[src/rtl/clk_divider_pkg.sv]
// Shared constants and helpers for the clock divider slice.
// Holds the legal range for the divider width. The width itself
// remains a module parameter.
package clk_divider_pkg;

  localparam int NBITS_MIN = 1;
  localparam int NBITS_MAX = 16;

  // True when a requested counter width can be built by the divider.
  function automatic bit nbitsInRange(input int nbits);
    return (nbits >= NBITS_MIN) && (nbits <= NBITS_MAX);
  endfunction

endpackage

[src/rtl/clk_divider_cnt.sv]
// Free-running NBITS-bit wrap counter for the clock divider.
// The counter wraps from all-ones back to zero with no dead cycle.
// tc_o looks one step ahead: it is high in the cycle just before
// the count reaches its terminal (all-ones) value. A flop fed from
// tc_o therefore rises exactly while the count sits at terminal.
module clk_divider_cnt #(
  parameter int NBITS = 4
) (
  input  logic             clk_i,
  input  logic             rst_ni,
  output logic [NBITS-1:0] count_o,
  output logic             tc_o
);

  // One below the terminal count. This is ~1, which is all ones
  // with bit 0 cleared, and it collapses to 0 when NBITS is 1.
  localparam logic [NBITS-1:0] PRE_TERMINAL = ~NBITS'(1);

  logic [NBITS-1:0] count_q;
  logic [NBITS-1:0] count_d;

  // Next count is a plain increment. Natural overflow gives the wrap.
  always_comb begin
    count_d = count_q + NBITS'(1);
  end

  // Count register. Synchronous active-low reset restarts at zero.
  always_ff @(posedge clk_i) begin
    if (!rst_ni) begin
      count_q <= '0;
    end else begin
      count_q <= count_d;
    end
  end

  assign count_o = count_q;
  assign tc_o    = (count_q == PRE_TERMINAL);

endmodule

[src/rtl/clk_divider.sv]
// Divides i_clk by 2^NBITS.
// o_clk is a 50% duty clock taken from the counter MSB.
// o_tick pulses in the last input cycle of each output period.
// o_count exposes the running count.
// Every output comes straight from a flop. o_clk and o_tick are
// registered from the next count value, so they line up with o_count
// on the same edge.
module clk_divider
  import clk_divider_pkg::*;
#(
  parameter int NBITS = 4
) (
  input  logic             i_clk,
  input  logic             i_rst,
  output logic             o_clk,
  output logic             o_tick,
  output logic [NBITS-1:0] o_count
);

  // Refuse widths the divider cannot build.
  if (!nbitsInRange(NBITS)) begin : gen_bad_nbits
    $fatal(1, "clk_divider: NBITS=%0d is outside the supported range 1..16", NBITS);
  end

  logic [NBITS-1:0] count;
  logic             preTerminal;
  logic [NBITS-1:0] countNext;
  logic             clk_q;
  logic             clk_d;
  logic             tick_q;
  logic             tick_d;

  clk_divider_cnt #(
    .NBITS(NBITS)
  ) u_cnt (
    .clk_i  (i_clk),
    .rst_ni (i_rst),
    .count_o(count),
    .tc_o   (preTerminal)
  );

  // Precompute what the output flops must hold after the next edge.
  always_comb begin
    countNext = count + NBITS'(1);
    clk_d     = countNext[NBITS-1];
    tick_d    = preTerminal;
  end

  // Output flops. Reset forces a quiet low state that matches count 0.
  always_ff @(posedge i_clk) begin
    if (!i_rst) begin
      clk_q  <= 1'b0;
      tick_q <= 1'b0;
    end else begin
      clk_q  <= clk_d;
      tick_q <= tick_d;
    end
  end

  assign o_clk   = clk_q;
  assign o_tick  = tick_q;
  assign o_count = count;

endmodule

[config.mk]
export PLATFORM = sky130hd
export DESIGN_NAME = clk_divider
export DESIGN_NICKNAME = d
export VERILOG_FILES = /design/src/rtl/clk_divider_pkg.sv /design/src/rtl/clk_divider_cnt.sv /design/src/rtl/clk_divider.sv
export SDC_FILE = /design/constraint.sdc
export NUM_CORES = 1
export LEC_CHECK = 0
export CORE_AREA = 2 2 39 41
export CTS_CLUSTER_SIZE = 8
export DETAILED_ROUTE_END_ITERATION = 10
export DIE_AREA = 0 0 41 43
export PLACE_DENSITY = 0.47
export REMOVE_ABC_BUFFERS = 1
export SYNTH_ARGS = -nofsm -noshare
export SYNTH_HDL_FRONTEND = slang
export SYNTH_SLANG_ARGS = --single-unit
export TNS_END_PERCENT = 50
[constraint.sdc]
create_clock -name i_clk -period 1 [get_ports i_clk]
set_clock_uncertainty 0.1 [all_clocks]
set_input_delay 0.3 -clock i_clk [delete_from_list [all_inputs] [get_ports i_clk]]
set_output_delay 0.3 -clock i_clk [all_outputs]
set_load 0.01 [all_outputs]
## Word level (Yosys, flattened, before mapping)

Index checks and enable logic that the tools add are counted.

- Add/subtract/negate cells: 1
- Multiply operators: 0
- Div/mod/pow operators: 0
- Order comparisons: 0
- Equal/unequal tests: 1
- Shift-type cells: 0
- Mux-type cells: 0
- Bitwise gates (word level): 0
- Reductions and logical operators: 0

Operators by type and width:

| kind | count |
|---|---|
| $add A4 B1 Y4 const B | 1 |
| $eq A4 B4 Y1 const B | 1 |

- Register bits: 6
- Latch bits: 0
- Memory bits (writable): 0
- Memory bits (read-only): 0
- Bits of input ports: 2
- Output and inout port bits: 6
- Logic and storage cells: 5
- Memories kept: 0

## Depth between registers and ports, before layout

- Depth after elaboration: 1
- Depth in mapped cells: 3
- Gate-level depth less buffers: 3

## Modules after synthesis

A second synthesis with hierarchy kept.

- Cells, all modules: 23
- Area total of the unflattened synthesis: 240.2 µm²

By module, submodules not included:

| module | instances | cells an instance | area each (µm²) | seq. area each (µm²) |
|---|---|---|---|---|
| clk_divider_cnt | 1 | 16 | 168.9 | 80.1 |
| clk_divider | 1 | 7 | 71.3 | 40.0 |

## Worst setup path after synthesis

Ideal clock, no wire load.

- Kind: register to register
- From: reg u_cnt.count_q[0] (netlist: u_cnt.count_o[0])
- To: reg u_cnt.count_q[2] (netlist: u_cnt.count_o[2])
- Library setup time: 0.115 ns
- Arrival time: 0.862 ns
- Required time: 0.785 ns
- Setup slack: -0.077 ns
- Stages on the path, launching flop included: 4
- Buffers on the path: 0
- Clock period less this slack: 1.077 ns
- Path through: dfxtp_1 > ha_1 > xor2_1 > and2_1

- Cells in the longest elaborated chain, start to end: 1

Ends and longest elaborated chain:

| what | line | text |
|---|---|---|
| start: declaration | clk_divider_cnt.sv:19 | `logic [NBITS-1:0] count_q;` |
| start signal: assignment | clk_divider_cnt.sv:32 | `count_q <= count_d;` |
| $add A4 B1 Y4 | clk_divider_cnt.sv:24 | `count_d = count_q + NBITS'(1);` |

No other way between the ends.
A chain may end at the register's enable or synchronous reset.

==> impl_metrics.json <==
{
  "dr.pass1.iters": 1,
  "synth.most_common_cell": "dfxtp_1",
  "dr.first_iter.drc_count": 0,
  "hold_path.class": "primary input to flop",
  "slew_headroom_pct": 87.0,
  "cp-end-kind": "output port",
  "synth_top_area_share_pct": 48.8,
  "worstMarginPinSlew_ps": 195,
  "status": "finished, violations left",
  "netlist_area_um2": 205,
  "layout_setup_ws_ps": -86.0,
  "overflow": 0,
  "setup.worst_path.start_class": "flop",
  "cp_top_family": "flip-flops",
  "num_rows": 14,
  "async_reset_ff_share_pct": 0,
  "clock_latency_ps": 240,
  "dp_cells": 44,
  "yosys_register_bits": 5,
  "dieArea_um2": 1760,
  "slew_violations": 0,
  "synth_top_family_by_area": "simple AND/OR/NAND/NOR gates",
  "hold-worst-slack_ps": 439,
  "grt_max_degree": 7,
  "report.final.hold_viol_count": 0,
  "rr_endpoint": "u_cnt.count_o[2]$_SDFF_PN0_",
  "cts_buffers": 3,
  "die_w_um": 41,
  "fp.dieH_um": 43,
  "clockRootBuffer": "clkbuf_4",
  "violations": "negative setup slack",
  "endpoint": "o_count[3]",
  "reg2reg_from": "u_cnt.count_o[1]$_SDFF_PN0_",
  "synthFlopType": "dfxtp_1",
  "ir_drop_uv": 663,
  "syn_avg_cell_area_um2": 11.4,
  "io_buffers": 7,
  "drive_gt1_share_pct": 70.6,
  "ys_types": 13,
  "viasPerCell": 3.48,
  "hold_depth": 2,
  "holdBufCountCts": 0,
  "r2r_slack_ps": -70,
  "worstPathMaxFanout": 3,
  "powerDensity_nw_per_um2": 1400,
  "grtUsageTotal_pct": 7.24,
  "htreeDepth": 1,
  "core_um2": 1380,
  "place_area_um2": 318,
  "grt_pass1_wl_um": 759,
  "wirelength_um": 463,
  "final_cells": 50,
  "slowest_stage": "dfxtp_2",
  "tritoncts": "built",
  "critPathMaxStageDelay_ps": 340,
  "fin_area_um2": 400,
  "path_class": "flop to output port",
  "antenna_found_initial": 0,
  "route.detailed.drc": 0,
  "maxCapViolations": 0,
  "cts.sinks": 5,
  "power_leakage_uw": 0.000189,
  "synth_xor_area_share_pct": 4.27,
  "crit_required_ps": 600,
  "final_antenna_net_count": 0,
  "wl_per_cell_um": 9.26,
  "reg2regPathDepth": 4,
  "netlist_instances": 18,
  "period_needed_ps": 1090,
  "area_growth_syn_to_layout_pct": 95.1,
  "crit_start": "o_clk$_SDFF_PN0_",
  "dr_total_vias": 174,
  "yosys.area.top_type": "dfxtp_1",
  "cp.arrival_ps": 690,
  "ys_warn_count": 0,
  "clock.fmax_mhz": 921,
  "start_util_pct": 14.8,
  "dp_hpwl_um": 270,
  "rsz0062_at_grt": "true",
  "place_ws_ps": -294,
  "ys_top_cells_by_count": "dfxtp_1 (5), ha_1 (2)",
  "muxShareOfSynthArea_pct": 4.88,
  "routabilityCongestion": 0.597,
  "timing.final.crit_share_pct": 109,
  "cp_cell_sequence": "buf_6",
  "clk_path_buf_depth": 2,
  "synth_compound_area_share_pct": 0,
  "yosys.area_share.simple_pct": 24.4,
  "cp.depth": 1,
  "diodes": 0,
  "synth_edf_count": 0,
  "setup_violations": 8,
  "nets": 39,
  "critPathBufInv": 1,
  "grt_pass1_vias": 166,
  "io_pins": 8,
  "clk_pin_slew_worst_paths_ps": 40,
  "netlist_top_cells_area": "dfxtp_1 (49%), ha_1 (12%), and4_2 (4.9%), mux2i_1 (4.9%), nand3_2 (4.9%)",
  "seq_area_frac_synth_pct": 48.8,
  "synthAdderAreaFrac_pct": 12.2
}
==> worst register-to-register path, stage by stage (launching register included) <==
cell and delay [ps]:
dfxtp_2 320, buf_6 130, ha_4 150, xor2_1 120, and2_1 140
==> power by group <==
group          switching, µW  internal [µW]
logic                   43.1           62.6
registers               8.31            213
clock network           82.9            151
==> placed cells by master (no fill, tap or decap), types with 2 or more instances in the layout <==
cell	synthesis	final
ha_4	0	2
buf_4	1	4
dfxtp_2	0	4
clkbuf_4	0	3
buf_6	0	7
==> per-layer routing <==
metal	routed length (µm)	global-route usage [%]
met1	197	8.06
met3	60	9.42
met4	0	0
met5	0	0
met2	205	9.06
==> worst min-delay path by stage <==
| stage | endpoint | slack [ps] | from |
|---|---|---|---|
| finish | u_cnt.count_o[2]$_SDFF_PN0_ | 440 | i_rst |
| global placement | o_clk$_SDFF_PN0_ | 510 | u_cnt.count_o[2]$_SDFF_PN0_ |
| floorplan | u_cnt.count_o[2]$_SDFF_PN0_ | 320 | i_rst |
| detailed placement | o_clk$_SDFF_PN0_ | 500 | o_clk$_SDFF_PN0_ |
| global route | u_cnt.count_o[1]$_SDFF_PN0_ | 440 | i_rst |
| CTS | u_cnt.count_o[1]$_SDFF_PN0_ | 430 | i_rst |
==> what timing repair did <==
action	4_1_cts	5_1_grt
pin swaps	3	2
setup buffers	1	1
setup endpoints to repair	9	9
resized for setup	41	2
==> kinds of logic (layout without fill, tap and decap cells) <==
group | Yosys count | in the layout
flops | 5 | 5
fa+ha+maj | 2 | 2
xor+xnor | 1 | 1
mux | 1 | 1
simple gates | 7 | 7
buf+inv | 2 | 18
==> state kept, by name, summed over array words and instances (netlist names) <==
signal,count
o_clk,1
o_tick,1
u_cnt.count_o,3
==> final cells by class <==
type | count | area [µm²]
flip-flops and latches | 5 | 105
well taps | 16 | 20.0
clock buffers | 4 | 26.3
multi-input cells | 11 | 120
repair buffers | 13 | 123
inverters | 1 | 6.26
fillers | 150 | 983
==> metrics by stage <==
stage	utilization (%)	power, µW	setup TNS, ps
6_report	28.9	561	-532
5_1_grt	28.9	599	-822
4_1_cts	27.5	564	-602
3_5_place_dp	23.0	292	-2600
3_3_place_gp	23.0	293	-2420
2_1_floorplan	-	247	-157
No activity file was read; power rests on OpenSTA's default activity.
